## src/rtl/pong_uart_frame_tx.sv

```systemverilog
// ---------------------------------------------------------------------------
// pong_uart_frame_tx
//
// Transmit back end for inter-board Pong traffic. Accepts one typed game
// message (ball / miss / new-game / new-game-ack) through a ready/request
// handshake. It packs the message into a fixed frame of bytes and sends
// each byte as UART 8N1, LSB first, on UART_TXD. A new byte only starts
// while clear_to_send is high. A byte that has started always finishes.
//
// Compile-time option:
//   FRAME_CHECKSUM_EN  when defined, a fifth byte is appended to the frame.
//                      This byte is the XOR of B0..B3. When undefined,
//                      frames are 4 bytes and there is no checksum logic.
//
// Parameters:
//   CLK_HZ   input clock frequency in Hz
//   BAUD     line rate. CLKS_PER_BIT = CLK_HZ/BAUD and must be >= 2.
//
// Ports:
//   CLOCK_50                 system clock
//   reset                    asynchronous, active-high reset
//   send_new_message         request; sampled only while ready=1
//   ready                    idle and able to accept a request
//   message_sent             one-cycle pulse at the end of a frame
//   ball_message_tx .. new_game_ack_message_tx
//                            message type select (ack > new_game > miss > ball)
//   ball_y_tx, velocity_x_tx, velocity_y_tx, sign_y_tx,
//   my_score_tx, your_score_tx, you_should_serve_tx, you_serve_first_tx
//                            message fields, latched when a request is accepted
//   clear_to_send            peer may accept data (already synchronized)
//   UART_TXD                 serial line; idles high
// ---------------------------------------------------------------------------
module pong_uart_frame_tx #(
    parameter int CLK_HZ = 50000000,
    parameter int BAUD   = 115200
) (
    input  logic       CLOCK_50,
    input  logic       reset,
    input  logic       send_new_message,
    output logic       ready,
    output logic       message_sent,
    input  logic       ball_message_tx,
    input  logic       miss_message_tx,
    input  logic       new_game_message_tx,
    input  logic       new_game_ack_message_tx,
    input  logic [8:0] ball_y_tx,
    input  logic [3:0] velocity_x_tx,
    input  logic [3:0] velocity_y_tx,
    input  logic       sign_y_tx,
    input  logic [4:0] my_score_tx,
    input  logic [4:0] your_score_tx,
    input  logic       you_should_serve_tx,
    input  logic       you_serve_first_tx,
    input  logic       clear_to_send,
    output logic       UART_TXD
);

    localparam int CLKS_PER_BIT = CLK_HZ / BAUD;
`ifdef FRAME_CHECKSUM_EN
    localparam int NUM_BYTES = 5;
`else
    localparam int NUM_BYTES = 4;
`endif
    // The counter must be able to reach CLKS_PER_BIT itself. This is needed
    // for the settle cycle after the last stop bit.
    localparam int CNT_W  = $clog2(CLKS_PER_BIT + 1);
    localparam int BYTE_W = $clog2(NUM_BYTES);

    localparam logic [CNT_W-1:0]  BIT_LAST_CNT = CNT_W'(CLKS_PER_BIT - 1);
    localparam logic [CNT_W-1:0]  SETTLE_CNT   = CNT_W'(CLKS_PER_BIT);
    localparam logic [BYTE_W-1:0] LAST_BYTE    = BYTE_W'(NUM_BYTES - 1);

    typedef enum logic [2:0] {
        S_IDLE,
        S_WAIT_CTS,
        S_START,
        S_DATA,
        S_STOP,
        S_DONE
    } state_t;

    state_t              r_state;
    logic [CNT_W-1:0]    r_baud_cnt;
    logic [2:0]          r_bit_idx;
    logic [BYTE_W-1:0]   r_byte_idx;
    logic [7:0]          r_frame [NUM_BYTES];

    state_t              w_state_eff;
    state_t              w_state_next;
    logic [CNT_W-1:0]    w_baud_cnt_next;
    logic [2:0]          w_bit_idx_next;
    logic [BYTE_W-1:0]   w_byte_idx_next;
    logic                w_ready;
    logic                w_any_type;
    logic                w_accept;
    logic [3:0]          w_code;
    logic [7:0]          w_b1;
    logic [7:0]          w_b2;
    logic [7:0]          w_b3;
    logic [7:0]          w_frame [NUM_BYTES];

    assign w_ready    = (r_state == S_IDLE) || (r_state == S_DONE);
    assign w_any_type = ball_message_tx | miss_message_tx |
                        new_game_message_tx | new_game_ack_message_tx;
    assign w_accept   = w_ready && send_new_message && w_any_type;
    assign ready      = w_ready;

    // Frame assembly from the live inputs. The result is only captured on
    // the accept edge.
    always_comb begin
        w_code = 4'd0;
        w_b1   = 8'h00;
        w_b2   = 8'h00;
        w_b3   = 8'h00;
        if (new_game_ack_message_tx) begin
            w_code = 4'd4;
        end else if (new_game_message_tx) begin
            w_code = 4'd3;
            w_b1   = {7'b0, you_serve_first_tx};
        end else if (miss_message_tx) begin
            w_code = 4'd2;
            w_b1   = {3'b0, my_score_tx};
            w_b2   = {3'b0, your_score_tx};
            w_b3   = {7'b0, you_should_serve_tx};
        end else if (ball_message_tx) begin
            w_code = 4'd1;
            w_b1   = ball_y_tx[7:0];
            w_b2   = {6'b0, sign_y_tx, ball_y_tx[8]};
            w_b3   = {velocity_x_tx, velocity_y_tx};
        end
    end

    always_comb begin
        w_frame[0] = {4'hA, w_code};
        w_frame[1] = w_b1;
        w_frame[2] = w_b2;
        w_frame[3] = w_b3;
`ifdef FRAME_CHECKSUM_EN
        w_frame[4] = {4'hA, w_code} ^ w_b1 ^ w_b2 ^ w_b3;
`endif
    end

    always_ff @(posedge CLOCK_50 or posedge reset) begin
        if (reset) begin
            for (int i = 0; i < NUM_BYTES; i++) r_frame[i] <= 8'h00;
        end else if (w_accept) begin
            for (int i = 0; i < NUM_BYTES; i++) r_frame[i] <= w_frame[i];
        end
    end

    // State register and counters
    always_ff @(posedge CLOCK_50 or posedge reset) begin
        if (reset) begin
            r_state    <= S_IDLE;
            r_baud_cnt <= '0;
            r_bit_idx  <= '0;
            r_byte_idx <= '0;
        end else begin
            r_state    <= w_state_next;
            r_baud_cnt <= w_baud_cnt_next;
            r_bit_idx  <= w_bit_idx_next;
            r_byte_idx <= w_byte_idx_next;
        end
    end

    // WAIT_CTS with CTS already high behaves as the first cycle of START.
    // Waiting therefore costs no cycles, and the start bit appears in the
    // same cycle that CTS is seen.
    assign w_state_eff = (r_state == S_WAIT_CTS && clear_to_send) ? S_START : r_state;

    // Next-state and outputs
    always_comb begin
        w_state_next    = r_state;
        w_baud_cnt_next = r_baud_cnt;
        w_bit_idx_next  = r_bit_idx;
        w_byte_idx_next = r_byte_idx;
        UART_TXD        = 1'b1;
        message_sent    = 1'b0;

        case (w_state_eff)
            S_IDLE: begin
                if (w_accept) begin
                    w_state_next    = S_WAIT_CTS;
                    w_baud_cnt_next = '0;
                    w_bit_idx_next  = '0;
                    w_byte_idx_next = '0;
                end
            end
            S_WAIT_CTS: begin
                w_state_next = S_WAIT_CTS;
            end
            S_START: begin
                UART_TXD = 1'b0;
                if (r_baud_cnt == BIT_LAST_CNT) begin
                    w_state_next    = S_DATA;
                    w_baud_cnt_next = '0;
                    w_bit_idx_next  = '0;
                end else begin
                    w_state_next    = S_START;
                    w_baud_cnt_next = r_baud_cnt + 1'b1;
                end
            end
            S_DATA: begin
                UART_TXD = r_frame[r_byte_idx][r_bit_idx];
                if (r_baud_cnt == BIT_LAST_CNT) begin
                    w_baud_cnt_next = '0;
                    if (r_bit_idx == 3'd7) begin
                        w_state_next = S_STOP;
                    end else begin
                        w_bit_idx_next = r_bit_idx + 1'b1;
                    end
                end else begin
                    w_baud_cnt_next = r_baud_cnt + 1'b1;
                end
            end
            S_STOP: begin
                if (r_byte_idx == LAST_BYTE) begin
                    // The last stop bit gets one more idle-high cycle before
                    // DONE. This places message_sent one cycle after the
                    // final bit period ends.
                    if (r_baud_cnt == SETTLE_CNT) begin
                        w_state_next    = S_DONE;
                        w_baud_cnt_next = '0;
                    end else begin
                        w_baud_cnt_next = r_baud_cnt + 1'b1;
                    end
                end else if (r_baud_cnt == BIT_LAST_CNT) begin
                    w_state_next    = S_WAIT_CTS;
                    w_baud_cnt_next = '0;
                    w_byte_idx_next = r_byte_idx + 1'b1;
                end else begin
                    w_baud_cnt_next = r_baud_cnt + 1'b1;
                end
            end
            S_DONE: begin
                message_sent = 1'b1;
                w_state_next = S_IDLE;
                // A request arriving together with the pulse starts the
                // next frame immediately.
                if (w_accept) begin
                    w_state_next    = S_WAIT_CTS;
                    w_baud_cnt_next = '0;
                    w_bit_idx_next  = '0;
                    w_byte_idx_next = '0;
                end
            end
            default: begin
                w_state_next = S_IDLE;
            end
        endcase
    end

endmodule

```

## config.mk

```make
export PLATFORM = sky130hd
export DESIGN_NAME = pong_uart_frame_tx
export DESIGN_NICKNAME = d
export VERILOG_FILES = /design/src/rtl/pong_uart_frame_tx.sv
export SDC_FILE = /design/constraint.sdc
export NUM_CORES = 1
export LEC_CHECK = 0
export ABC_AREA = 0
export CAP_MARGIN = 20
export CORE_MARGIN = 2
export CORE_UTILIZATION = 35
export CTS_CLUSTER_DIAMETER = 30
export DETAILED_ROUTE_END_ITERATION = 10
export PLACE_DENSITY = 0.67
export SLEW_MARGIN = 30
export SYNTH_ARGS = -nofsm -noshare
export SYNTH_HDL_FRONTEND = slang
export SYNTH_SLANG_ARGS = --single-unit
```

## constraint.sdc

```tcl
create_clock -name CLOCK_50 -period 2.37 [get_ports CLOCK_50]
set_input_delay 0.711 -clock CLOCK_50 [delete_from_list [all_inputs] [get_ports CLOCK_50]]
set_output_delay 0.711 -clock CLOCK_50 [all_outputs]
set_load 0.005 [all_outputs]
```

==> flow_summary.html <==
<table>
<tr><th>Metric</th><th>Value</th></tr>
<tr><th colspan="2">Pwr</th></tr>
<tr><td>Lkg Pwr</td><td>0.00148 µW</td></tr>
<tr><td>Internal power of the cells</td><td>1540 µW</td></tr>
<tr><td>Power per cell area</td><td>722 nW/µm²</td></tr>
<tr><td>Switching power total</td><td>783 µW</td></tr>
<tr><td>Relative contribution of combinational cells to total power</td><td>35.0%</td></tr>
<tr><td>Switch share</td><td>33.6%</td></tr>
<tr><td>Clock power frac</td><td>19.7%</td></tr>
<tr><td>Sequential Power Share</td><td>45.3%</td></tr>
<tr><td>Maximum VDD drop</td><td>0.000387 V</td></tr>
<tr><th colspan="2">Yosys</th></tr>
<tr><td>Synthesis Warnings</td><td>0</td></tr>
<tr><td>Prevailing post-synth register cell</td><td>sky130_fd_sc_hd__dfrtp_1</td></tr>
<tr><td>Synthesized instance count</td><td>266</td></tr>
<tr><td>Synth top area share</td><td>43.0%</td></tr>
<tr><td>Mapped Nets</td><td>310</td></tr>
<tr><td>Number of flops mapped to enable cells by yosys</td><td>0</td></tr>
<tr><td>Avg Cell Area, Syn</td><td>9.19 µm²</td></tr>
<tr><td>Netlist area before placement</td><td>2440 µm²</td></tr>
<tr><td>Synth area leader</td><td>sky130_fd_sc_hd__dfrtp_1</td></tr>
<tr><td>Asr flop ratio synth</td><td>100%</td></tr>
<tr><td>Flop and latch count out of synthesis</td><td>42</td></tr>
<tr><td>Area contributors post-synth</td><td>sky130_fd_sc_hd__dfrtp_1 (43%), sky130_fd_sc_hd__nand2_1 (6.4%), sky130_fd_sc_hd__nand3_1 (4.7%)</td></tr>
<tr><td>Cell variety after synth</td><td>52</td></tr>
<tr><td>Fraction of the yosys area taken by sequential cells</td><td>43.0%</td></tr>
<tr><th colspan="2">Status</th></tr>
<tr><td>Run status</td><td>finished, violations left</td></tr>
<tr><td>Failing checks</td><td>setup timing</td></tr>
<tr><th colspan="2">Clock tree</th></tr>
<tr><td>Htree depth</td><td>2</td></tr>
<tr><td>Clock slew at reported path FFs</td><td>0.08 ns</td></tr>
<tr><td>Hold-fix buffer count after cts</td><td>0</td></tr>
<tr><td>Max clock buf depth</td><td>2</td></tr>
<tr><td>Number of buffers inserted during clock tree synthesis</td><td>5</td></tr>
<tr><td>TritonCTS clock tree</td><td>done</td></tr>
<tr><td>Clk Latency, worst-skew pair</td><td>0.28 ns</td></tr>
<tr><td>Number of setup buffers added after CTS</td><td>0</td></tr>
<tr><td>Root Buffer</td><td>sky130_fd_sc_hd__clkbuf_8</td></tr>
<tr><td># clock sinks</td><td>42</td></tr>
<tr><th colspan="2">Placement</th></tr>
<tr><td>Port Buf Inserts</td><td>40</td></tr>
<tr><td>Placed instance area</td><td>3110 µm²</td></tr>
<tr><td>Half-perimeter wire length of the detailed placement result</td><td>3.98 mm</td></tr>
<tr><td>Post-Place Setup Slack</td><td>-0.416 ns</td></tr>
<tr><td>GP Congestion</td><td>0.786</td></tr>
<tr><th colspan="2">Finish</th></tr>
<tr><td>Most frequent cells in the layout</td><td>sky130_fd_sc_hd__nand2_1 (42), sky130_fd_sc_hd__dfrtp_1 (41), sky130_fd_sc_hd__clkdlybuf4s50_1 (35)</td></tr>
<tr><td>Final nets</td><td>368</td></tr>
<tr><td>Number of diodes added for antenna fixing</td><td>0</td></tr>
<tr><td>Layout cell share with drive strength beyond 1</td><td>17.8%</td></tr>
<tr><td>Area growth from synthesis to final layout</td><td>31.8%</td></tr>
<tr><td>Leading cell type in the layout, fill and taps excluded</td><td>sky130_fd_sc_hd__nand2_1</td></tr>
<tr><td>Layout Cell Area excl Fill</td><td>3220 µm²</td></tr>
<tr><th colspan="2">Timing</th></tr>
<tr><td>Max Freq</td><td>385 MHz</td></tr>
<tr><td>Final number of setup-violating endpoints</td><td>1</td></tr>
<tr><td>Period Utilization, post-route</td><td>109%</td></tr>
<tr><td>RSZ-0062 raised after global routing</td><td>true</td></tr>
<tr><td>Tightest Pin Transition</td><td>0.528 ns</td></tr>
<tr><td>Clock skew after layout</td><td>0.00251 ns</td></tr>
<tr><td>Time the final worst path needs with I/O delays and setup</td><td>2.59 ns</td></tr>
<tr><td>Post-route setup slack</td><td>-0.225 ns</td></tr>
<tr><td>Post-Route Setup TNS</td><td>-0.225 ns</td></tr>
<tr><td>Normalized max-slew margin</td><td>64.8%</td></tr>
<tr><td>Final Slew Violations</td><td>0</td></tr>
<tr><td>Endpoints failing hold</td><td>0</td></tr>
<tr><th colspan="2">Job</th></tr>
<tr><td>Number of max-cap violations</td><td>0</td></tr>
<tr><th colspan="2">Critical path</th></tr>
<tr><td>Crit path DAT</td><td>1.88 ns</td></tr>
<tr><td>Highest net fanout along the worst path</td><td>2</td></tr>
<tr><td>Start of the worst register-to-register path</td><td>r_byte_idx[0]</td></tr>
<tr><td>Flop2flop setup slack</td><td>0.23 ns</td></tr>
<tr><td>Buf+Inv Stages, Crit Path</td><td>1</td></tr>
<tr><td>CP max-delay cell</td><td>sky130_fd_sc_hd__mux4_2</td></tr>
<tr><td>Worst setup path category</td><td>flop to primary output</td></tr>
<tr><td>Top delay family on crit path</td><td>multiplexers</td></tr>
<tr><td>Peak per-stage delay on the critical path</td><td>0.49 ns</td></tr>
<tr><td>Endpoint type of the worst setup path</td><td>primary output</td></tr>
<tr><td>WP data required</td><td>1.66 ns</td></tr>
<tr><td>Type of origin of the critical path</td><td>flop</td></tr>
<tr><td>CP Cell Sequence</td><td>mux4_2 -&gt; or3b_1 -&gt; o211ai_1 -&gt; nand3_1 -&gt; buf_2</td></tr>
<tr><td>Cell depth of the worst setup path</td><td>5</td></tr>
<tr><td>R2r endpoint</td><td>r_baud_cnt[8]</td></tr>
<tr><td>Count of cells along the worst register-to-register path</td><td>8</td></tr>
<tr><th colspan="2">Hold path</th></tr>
<tr><td>Startpoint of the lowest-slack hold path</td><td>r_frame[29]</td></tr>
<tr><td>Number of cells on the worst hold path</td><td>1</td></tr>
<tr><td>Worst hold-check path type</td><td>flop to flop</td></tr>
<tr><td>Hold EP</td><td>r_frame[29]</td></tr>
<tr><th colspan="2">Route</th></tr>
<tr><td>Detailed Route Iter0 Violations</td><td>89</td></tr>
<tr><td>Number of nets still failing antenna checks after routing</td><td>0</td></tr>
<tr><td>Via count</td><td>2106</td></tr>
<tr><td>DR vias/cell</td><td>5.00</td></tr>
<tr><td>DRC violation count after routing</td><td>0</td></tr>
<tr><td>Routed Wire Length</td><td>5.36 mm</td></tr>
<tr><td>Average detailed-routed wire length per instance</td><td>12.7 µm</td></tr>
<tr><td>Drt first pass iters</td><td>4</td></tr>
<tr><th colspan="2">Floorplan</th></tr>
<tr><td>Effective utilization at floorplan</td><td>36.0%</td></tr>
<tr><td>Die Span Y</td><td>87.6 µm</td></tr>
<tr><td>Number of top-level pins</td><td>41</td></tr>
<tr><td>Core Rows</td><td>30</td></tr>
<tr><td>Die width</td><td>87.6 µm</td></tr>
<tr><td>Floorplan Core Area</td><td>6790 µm²</td></tr>
<tr><td>Area of the die</td><td>7670 µm²</td></tr>
<tr><th colspan="2">Global route</th></tr>
<tr><td>Largest net degree at the start of global routing</td><td>43</td></tr>
<tr><td>Global route overflow</td><td>0</td></tr>
<tr><td>Wire length of the first global-routing pass</td><td>9.27 mm</td></tr>
<tr><td>Number of antenna violations at the first check in global routing</td><td>0</td></tr>
<tr><td>Number of global-route vias before repair</td><td>2066</td></tr>
<tr><td>Overall Global Routing Usage</td><td>14.9%</td></tr>
</table>
worst register-to-register path: cells and delay by family (launching register included):
family	cells	cell delay (ns)
adders and majority gates	1	0.26
DFF	1	0.41
and+or+nand+nor	2	0.35
buffers and inverters	2	0.30
AOI/OAI and AO/OA	3	0.73
worst max path at each step:
| stage | start | to | slack [ns] |
|---|---|---|---|
| global placement | clear_to_send | UART_TXD | -0.42 |
| CTS | r_byte_idx[0] | UART_TXD | -0.26 |
| detailed placement | clear_to_send | UART_TXD | -0.42 |
| finish | r_byte_idx[0] | UART_TXD | -0.22 |
| floorplan | r_byte_idx[0] | UART_TXD | 0.23 |
| global route | r_byte_idx[0] | UART_TXD | -0.35 |
flip-flops by register name, indices dropped and copies added, names as in the netlist:
name and count:
r_frame 25, r_bit_idx 3, r_baud_cnt 9, r_state 3, r_byte_idx 2
power by group through the flow:
stage	Sequential (µW)	Clock, µW	Combinational, µW
after global routing	1080	506	907
after global placement	1060	0	793
after detailed placement	1070	0	817
final	1050	458	815
after CTS	1060	474	817
after floorplan	1010	0	542
synthesized netlist by cell type, drive strengths merged, types with 3 or more instances:
master and count:
a211oi 3, a21oi 12, a221o 5, a22o 4, a22oi 8, buf 12
clkbuf 6, dfrtp 42, ha 6, inv 6, mux2 4, mux2i 4
mux4 3, nand2 43, nand2b 3, nand3 23, nor2 31, nor2b 4
nor3 8, nor4 3, o21ai 7, o31ai 5
cells by family after synthesis:
family | synth area share, %
compound gates | 17.6
xor+xnor | 0.358
fa+ha+maj | 3.07
buf+inv | 4.71
flops | 43.0
mux | 6.24
simple gates | 25.0
layer usage:
| metal | up-vias | track usage (%) | part of all wire [%] |
|---|---|---|---|
| met5 | - | 0 | 0 |
| met4 | 0 | 3.50 | 0.69 |
| met1 | 981 | 19.4 | 46 |
| li1 | 1071 | - | - |
| met3 | 4 | 2.83 | 3.4 |
| met2 | 50 | 25.9 | 49 |
final cells by class:
class | instances | area, µm²
clock buffers | 6 | 72.6
clock inverters | 2 | 13.8
fillers | 650 | 3570
inverters | 6 | 22.5
multi-input cells | 200 | 1300
flip-flops and latches | 42 | 1050
well taps | 96 | 120
repair buffers | 69 | 639
timing repair:
item                       in CTS  in global routing
resized for setup               8                  6
setup endpoints to repair       2                 10
pin swaps                       2                  2
through the flow:
stage          total power (µW)  instances  util, %  hold WS (ns)
2_1_floorplan              1550        266        -         0.433
3_3_place_gp               1850        413     45.8         0.453
3_5_place_dp               1880        413     45.8         0.455
4_1_cts                    2350        421     47.1         0.476
5_1_grt                    2490        421     47.4         0.492
6_report                   2330        421     47.4         0.469
Note: power is estimated with default switching activity, not from simulation.
